**src/rtl/logic_unit_pipe.sv**
```systemverilog
// Registered bitwise gate unit with pairwise and multi-beat fold modes.
// Latency: 1 cycle from the accepted (last) beat to out_valid.
// Backpressure: in_ready = !out_valid || out_ready; single output register, no skid.
module logic_unit_pipe #(
  parameter int WIDTH = 8,
  parameter int CNT_W = 8
) (
  input  logic             clk,
  input  logic             rst_n,
  input  logic             in_valid,
  output logic             in_ready,
  input  logic [2:0]       op,
  input  logic             mode,
  input  logic [WIDTH-1:0] a,
  input  logic [WIDTH-1:0] b,
  input  logic             in_last,
  output logic             out_valid,
  input  logic             out_ready,
  output logic [WIDTH-1:0] out_data,
  output logic             out_zero,
  output logic             out_parity,
  output logic [CNT_W-1:0] out_beats
);

  localparam logic [2:0] OP_NOT  = 3'b000;
  localparam logic [2:0] OP_AND  = 3'b001;
  localparam logic [2:0] OP_OR   = 3'b010;
  localparam logic [2:0] OP_NAND = 3'b011;
  localparam logic [2:0] OP_NOR  = 3'b100;
  localparam logic [2:0] OP_XOR  = 3'b101;
  localparam logic [2:0] OP_XNOR = 3'b110;
  localparam logic [2:0] OP_PASS = 3'b111;

  localparam logic [CNT_W-1:0] CNT_ONE = CNT_W'(1);
  localparam logic [CNT_W-1:0] CNT_MAX = {CNT_W{1'b1}};

  typedef enum logic {
    IDLE  = 1'b0,
    ACCUM = 1'b1
  } state_t;

  typedef struct packed {
    logic [WIDTH-1:0] dat;
    logic [CNT_W-1:0] beats;
  } res_t;

  function automatic logic [WIDTH-1:0] gate_f(input logic [2:0] sel,
                                              input logic [WIDTH-1:0] x,
                                              input logic [WIDTH-1:0] y);
    logic [WIDTH-1:0] r;
    r = x;
    case (sel)
      OP_NOT:  r = ~x;
      OP_AND:  r = x & y;
      OP_OR:   r = x | y;
      OP_NAND: r = ~(x & y);
      OP_NOR:  r = ~(x | y);
      OP_XOR:  r = x ^ y;
      OP_XNOR: r = ~(x ^ y);
      OP_PASS: r = x;
      default: r = x;
    endcase
    return r;
  endfunction

  // NOT and PASS are unary: each fold beat replaces the accumulator.
  function automatic logic [WIDTH-1:0] fold_step(input logic [2:0] sel,
                                                 input logic [WIDTH-1:0] acc_v,
                                                 input logic [WIDTH-1:0] x);
    logic [WIDTH-1:0] r;
    if (sel == OP_PASS)     r = x;
    else if (sel == OP_NOT) r = ~x;
    else                    r = gate_f(sel, acc_v, x);
    return r;
  endfunction

  state_t           state, state_nxt;
  logic [WIDTH-1:0] acc, acc_nxt;
  logic [CNT_W-1:0] cnt, cnt_nxt;
  logic [2:0]       op_r, op_nxt;
  logic             accept;
  logic             emit;
  res_t             res;

  assign in_ready = !out_valid || out_ready;
  assign accept   = in_valid && in_ready;

  always_comb begin
    state_nxt = state;
    acc_nxt   = acc;
    cnt_nxt   = cnt;
    op_nxt    = op_r;
    emit      = 1'b0;
    res       = '0;
    if (accept) begin
      case (state)
        IDLE: begin
          if (!mode) begin
            emit      = 1'b1;
            res.dat   = gate_f(op, a, b);
            res.beats = CNT_ONE;
          end else begin
            op_nxt  = op;
            acc_nxt = (op == OP_NOT) ? ~a : a;
            cnt_nxt = CNT_ONE;
            if (in_last) begin
              emit      = 1'b1;
              res.dat   = acc_nxt;
              res.beats = cnt_nxt;
            end else begin
              state_nxt = ACCUM;
            end
          end
        end
        ACCUM: begin
          acc_nxt = fold_step(op_r, acc, a);
          cnt_nxt = (cnt == CNT_MAX) ? cnt : cnt + CNT_ONE;
          if (in_last) begin
            emit      = 1'b1;
            res.dat   = acc_nxt;
            res.beats = cnt_nxt;
            state_nxt = IDLE;
          end
        end
        default: state_nxt = IDLE;
      endcase
    end
  end

  always_ff @(posedge clk or negedge rst_n) begin
    if (!rst_n) begin
      state <= IDLE;
      acc   <= '0;
      cnt   <= '0;
      op_r  <= OP_NOT;
    end else begin
      state <= state_nxt;
      acc   <= acc_nxt;
      cnt   <= cnt_nxt;
      op_r  <= op_nxt;
    end
  end

  // A result loading in the same cycle as the sink drains the old one keeps out_valid high.
  always_ff @(posedge clk or negedge rst_n) begin
    if (!rst_n) begin
      out_valid  <= 1'b0;
      out_data   <= '0;
      out_zero   <= 1'b0;
      out_parity <= 1'b0;
      out_beats  <= '0;
    end else if (emit) begin
      out_valid  <= 1'b1;
      out_data   <= res.dat;
      out_zero   <= (res.dat == '0);
      out_parity <= ^res.dat;
      out_beats  <= res.beats;
    end else if (out_ready) begin
      out_valid  <= 1'b0;
    end
  end

endmodule

```
**config.mk**
```make
export PLATFORM = sky130hd
export DESIGN_NAME = logic_unit_pipe
export DESIGN_NICKNAME = d
export VERILOG_FILES = /design/src/rtl/logic_unit_pipe.sv
export SDC_FILE = /design/constraint.sdc
export NUM_CORES = 1
export LEC_CHECK = 0
export CORE_MARGIN = 4
export CORE_UTILIZATION = 40
export DETAILED_ROUTE_END_ITERATION = 10
export PLACE_DENSITY = 0.65
export SYNTH_ARGS = -nofsm -noshare
export SYNTH_HDL_FRONTEND = slang
export SYNTH_SLANG_ARGS = --single-unit
```
**constraint.sdc**
```tcl
create_clock -name clk -period 2.8 [get_ports clk]
set_input_delay 0.56 -clock clk [delete_from_list [all_inputs] [get_ports clk]]
set_output_delay 0.56 -clock clk [all_outputs]
set_load 0.005 [all_outputs]
```
==> flow_metrics.env <==
export IMPL_status="finished, final reports clean"
export IMPL_vdd_ir_drop_max_uv=497
export IMPL_num_antenna_cells=0
export IMPL_synthCells=453
export IMPL_clockPowerShare_pct=15.1
export IMPL_period_share_pct=98.2
export IMPL_netSwitchingFraction_pct=39.5
export IMPL_endpoint_kind="flop"
export IMPL_crit_arrival_ns=2.93
export IMPL_initial_core_util_pct=41.9
export IMPL_insertion_delay_ns=0.30
export IMPL_wl_per_cell_um=17.2
export IMPL_hpwl_um=8690
export IMPL_io_buffers=44
export IMPL_power_density_nw_per_um2=657
export IMPL_row_count=35
export IMPL_grt_usage_pct=20.7
export IMPL_dieArea_um2=11500
export IMPL_vias=3832
export IMPL_relSlewSlack_pct=37.6
export IMPL_ys_warn_count=0
export IMPL_yosysSeqAreaShare_pct=24.8
export IMPL_fp_dieW_um=107
export IMPL_cell_internal_pwr_mw=2.05
export IMPL_cts_num_sinks=39
export IMPL_synth_edff_count=0
export IMPL_numCtsBuffers=5
export IMPL_ys_types=69
export IMPL_root_buffer="clkbuf_8"
export IMPL_grt_overflow=0
export IMPL_finalSetupViolations=0
export IMPL_cap_violations=0
export IMPL_tritoncts="yes"
export IMPL_fin_total_pwr_mw=3.40
export IMPL_cts_htree_levels=2
export IMPL_timing_fmax_mhz=364
export IMPL_placement_cell_area_um2=4950
export IMPL_antenna_left=0
export IMPL_p_sw_mw=1.34
export IMPL_antenna_found_initial=0
export IMPL_via_per_inst=5.61
export IMPL_ys_seq_elements=39
export IMPL_final_nets=615
export IMPL_first_iter_violations=268
export IMPL_gp_congestion=0.904
export IMPL_final_max_slew_viol_count=0
export IMPL_final_area_um2=5170
export IMPL_dieHeight_um=107
export IMPL_clk_pin_slew_ns=0.09
export IMPL_grt_pass1_wl_um=19000
export IMPL_pwr_share_comb_pct=56.8
export IMPL_hold_buffers=0
export IMPL_syn_nets=515
export IMPL_fin_skew_ns=0.0157
export IMPL_cp_max_fo=18
export IMPL_syn_avg_cell_area_um2=8.70
export IMPL_syn_cell_area_um2=3940
export IMPL_seqPwrFrac_pct=28.1
export IMPL_area_growth_pct=31.3
export IMPL_period_minus_slack_ns=2.75
export IMPL_synthArstFlopShare_pct=100
export IMPL_hold_path_class="in2async"
export IMPL_drive_gt1_share_pct=22.6
export IMPL_crit_path_start="op[2]"
export IMPL_grt_max_degree=40
export IMPL_synthFlopType="dfrtp_1"
export IMPL_power_leakage_nw=2.22
export IMPL_criticalPathCategory="in2reg"
export IMPL_drc=0
export IMPL_clockBufferDepth=2
export IMPL_tightest_slew_ns=0.937
export IMPL_hold_viol_final=0
export IMPL_start_kind="primary input"
export IMPL_ios=45
export IMPL_drt_total_wl_um=11700
export IMPL_grt_pass1_vias=3731
export IMPL_dr_pass1_iters=5
export IMPL_core_area_um2=9420
export IMPL_cp_data_required_time_ns=2.98
export IMPL_worst_r2r_startpoint="op_r[1]"
-- metrics by stage --
step	worst slack, ns	util [%]	hold WS [ns]	std cells	TNS, ns
after floorplan	0.159	-	0.264	453	0
after global placement	-0.317	52.5	0.465	672	-0.348
after detailed placement	-0.359	52.5	0.470	672	-0.452
after CTS	0.00458	54.1	0.431	682	0
after global routing	-0.000439	55.0	0.458	683	-0.000439
final	0.0500	55.0	0.391	683	0
-- logic make-up (layout without fill, tap and decap cells) --
group,after synthesis,count (layout),share of synthesized area (%)
buffers and inverters,64,165,9.43
muxes,23,23,6.35
xor gates and xnor gates,16,16,3.56
DFF,39,39,24.8
and+or+nand+nor,139,139,18.7
AOI/OAI and AO/OA,135,135,25.5
adders and majority gates,37,37,11.7
-- Yosys cell counts (6+ instances only) --
master / n / area, um^2
ha_1: 37 / 463
nand3b_1: 6 / 45.0
mux2i_1: 16 / 160
nand2_1: 37 / 139
buf_2: 14 / 70.1
a22o_1: 6 / 52.6
nand4_1: 6 / 37.5
and2_1: 7 / 43.8
o21ai_0: 22 / 110
inv_1: 26 / 97.6
xnor2_1: 14 / 123
nor2b_1: 9 / 56.3
a21oi_1: 25 / 125
nand3_1: 13 / 65.1
clkbuf_1: 6 / 22.5
o211ai_1: 13 / 97.6
buf_6: 8 / 90.1
dfrtp_1: 39 / 976
nor2_1: 34 / 128
o21ai_1: 12 / 60.1
-- state kept, by name, summed over array words and instances, names as in the netlist --
name        cells
acc             8
cnt             8
out_beats       8
out_data        8
op_r            3
out_parity      1
out_valid       1
out_zero        1
state           1
-- layer usage --
metal  part of all wire (%)  wire [um]  vias up  GRT usage (%)
met3                    6.8        803       11           4.26
li1                       -          -     1850              -
met5                      0          0        -              0
met4                    1.0        117        0           4.93
met2                     47       5540      130           33.2
met1                     45       5270     1841           28.4
-- what timing repair did --
| item | in CTS | in global routing |
|---|---|---|
| resized for setup | 4 | 13 |
| setup buffers | 2 | 1 |
| pin swaps | 6 | 11 |
| setup endpoints to repair | 1 | 1 |
-- placed cells by master (no fill, tap or decap), drive strengths merged, types with 7 or more instances in the layout --
master         instances
dfrtp                 39
inv                   28
nor2b                  9
nand3                 14
o21ai                 34
xnor2                 14
nand2                 37
buf                   85
mux2i                 17
o211ai                13
ha                    37
clkdlybuf4s50         39
a21oi                 25
nor2                  35
and2                   7
-- final cells by class --
class                      instances  area, um^2
sequential                        39         976
fill                             845        4240
tap                              129         161
multi-input combinational        350        2670
inverter                          29         109
clock inverter                     2        35.0
timing repair buffer             128        1140
clock buffer                       6        82.6
-- worst paths after layout --
| path | cells after the start | to | slack (ns) |
|---|---|---|---|
| max | 11 | out_parity | 0.05 |
| min | 1 | out_beats[1] | 0.39 |
| max reg2reg | 10 | out_parity | 0.26 |
| min reg2reg | 2 | out_beats[1] | 0.48 |
| max in group asynchronous | 1 | acc[6] | 1.81 |
| min in group clk | 2 | out_beats[1] | 0.48 |
-- worst max-delay path, stage by stage --
cell and delay, ns:
clkdlybuf4s50_1 0.50, buf_12 0.17, mux2_1 0.32, or3_1 0.30
nand3_1 0.09, a211o_1 0.14, nand3_1 0.10, ha_1 0.35
xnor2_1 0.18, xnor2_1 0.14, o21ai_1 0.07
-- power groups by stage --
stage	combinational, mW	clock [mW]	sequential, mW
after floorplan	1.19	0	0.887
after global placement	1.81	0	0.950
after global routing	2.13	0.548	0.986
after detailed placement	1.85	0	0.963
after CTS	1.88	0.518	0.953
final	1.93	0.512	0.955
Power figures use the tool's default switching activity.
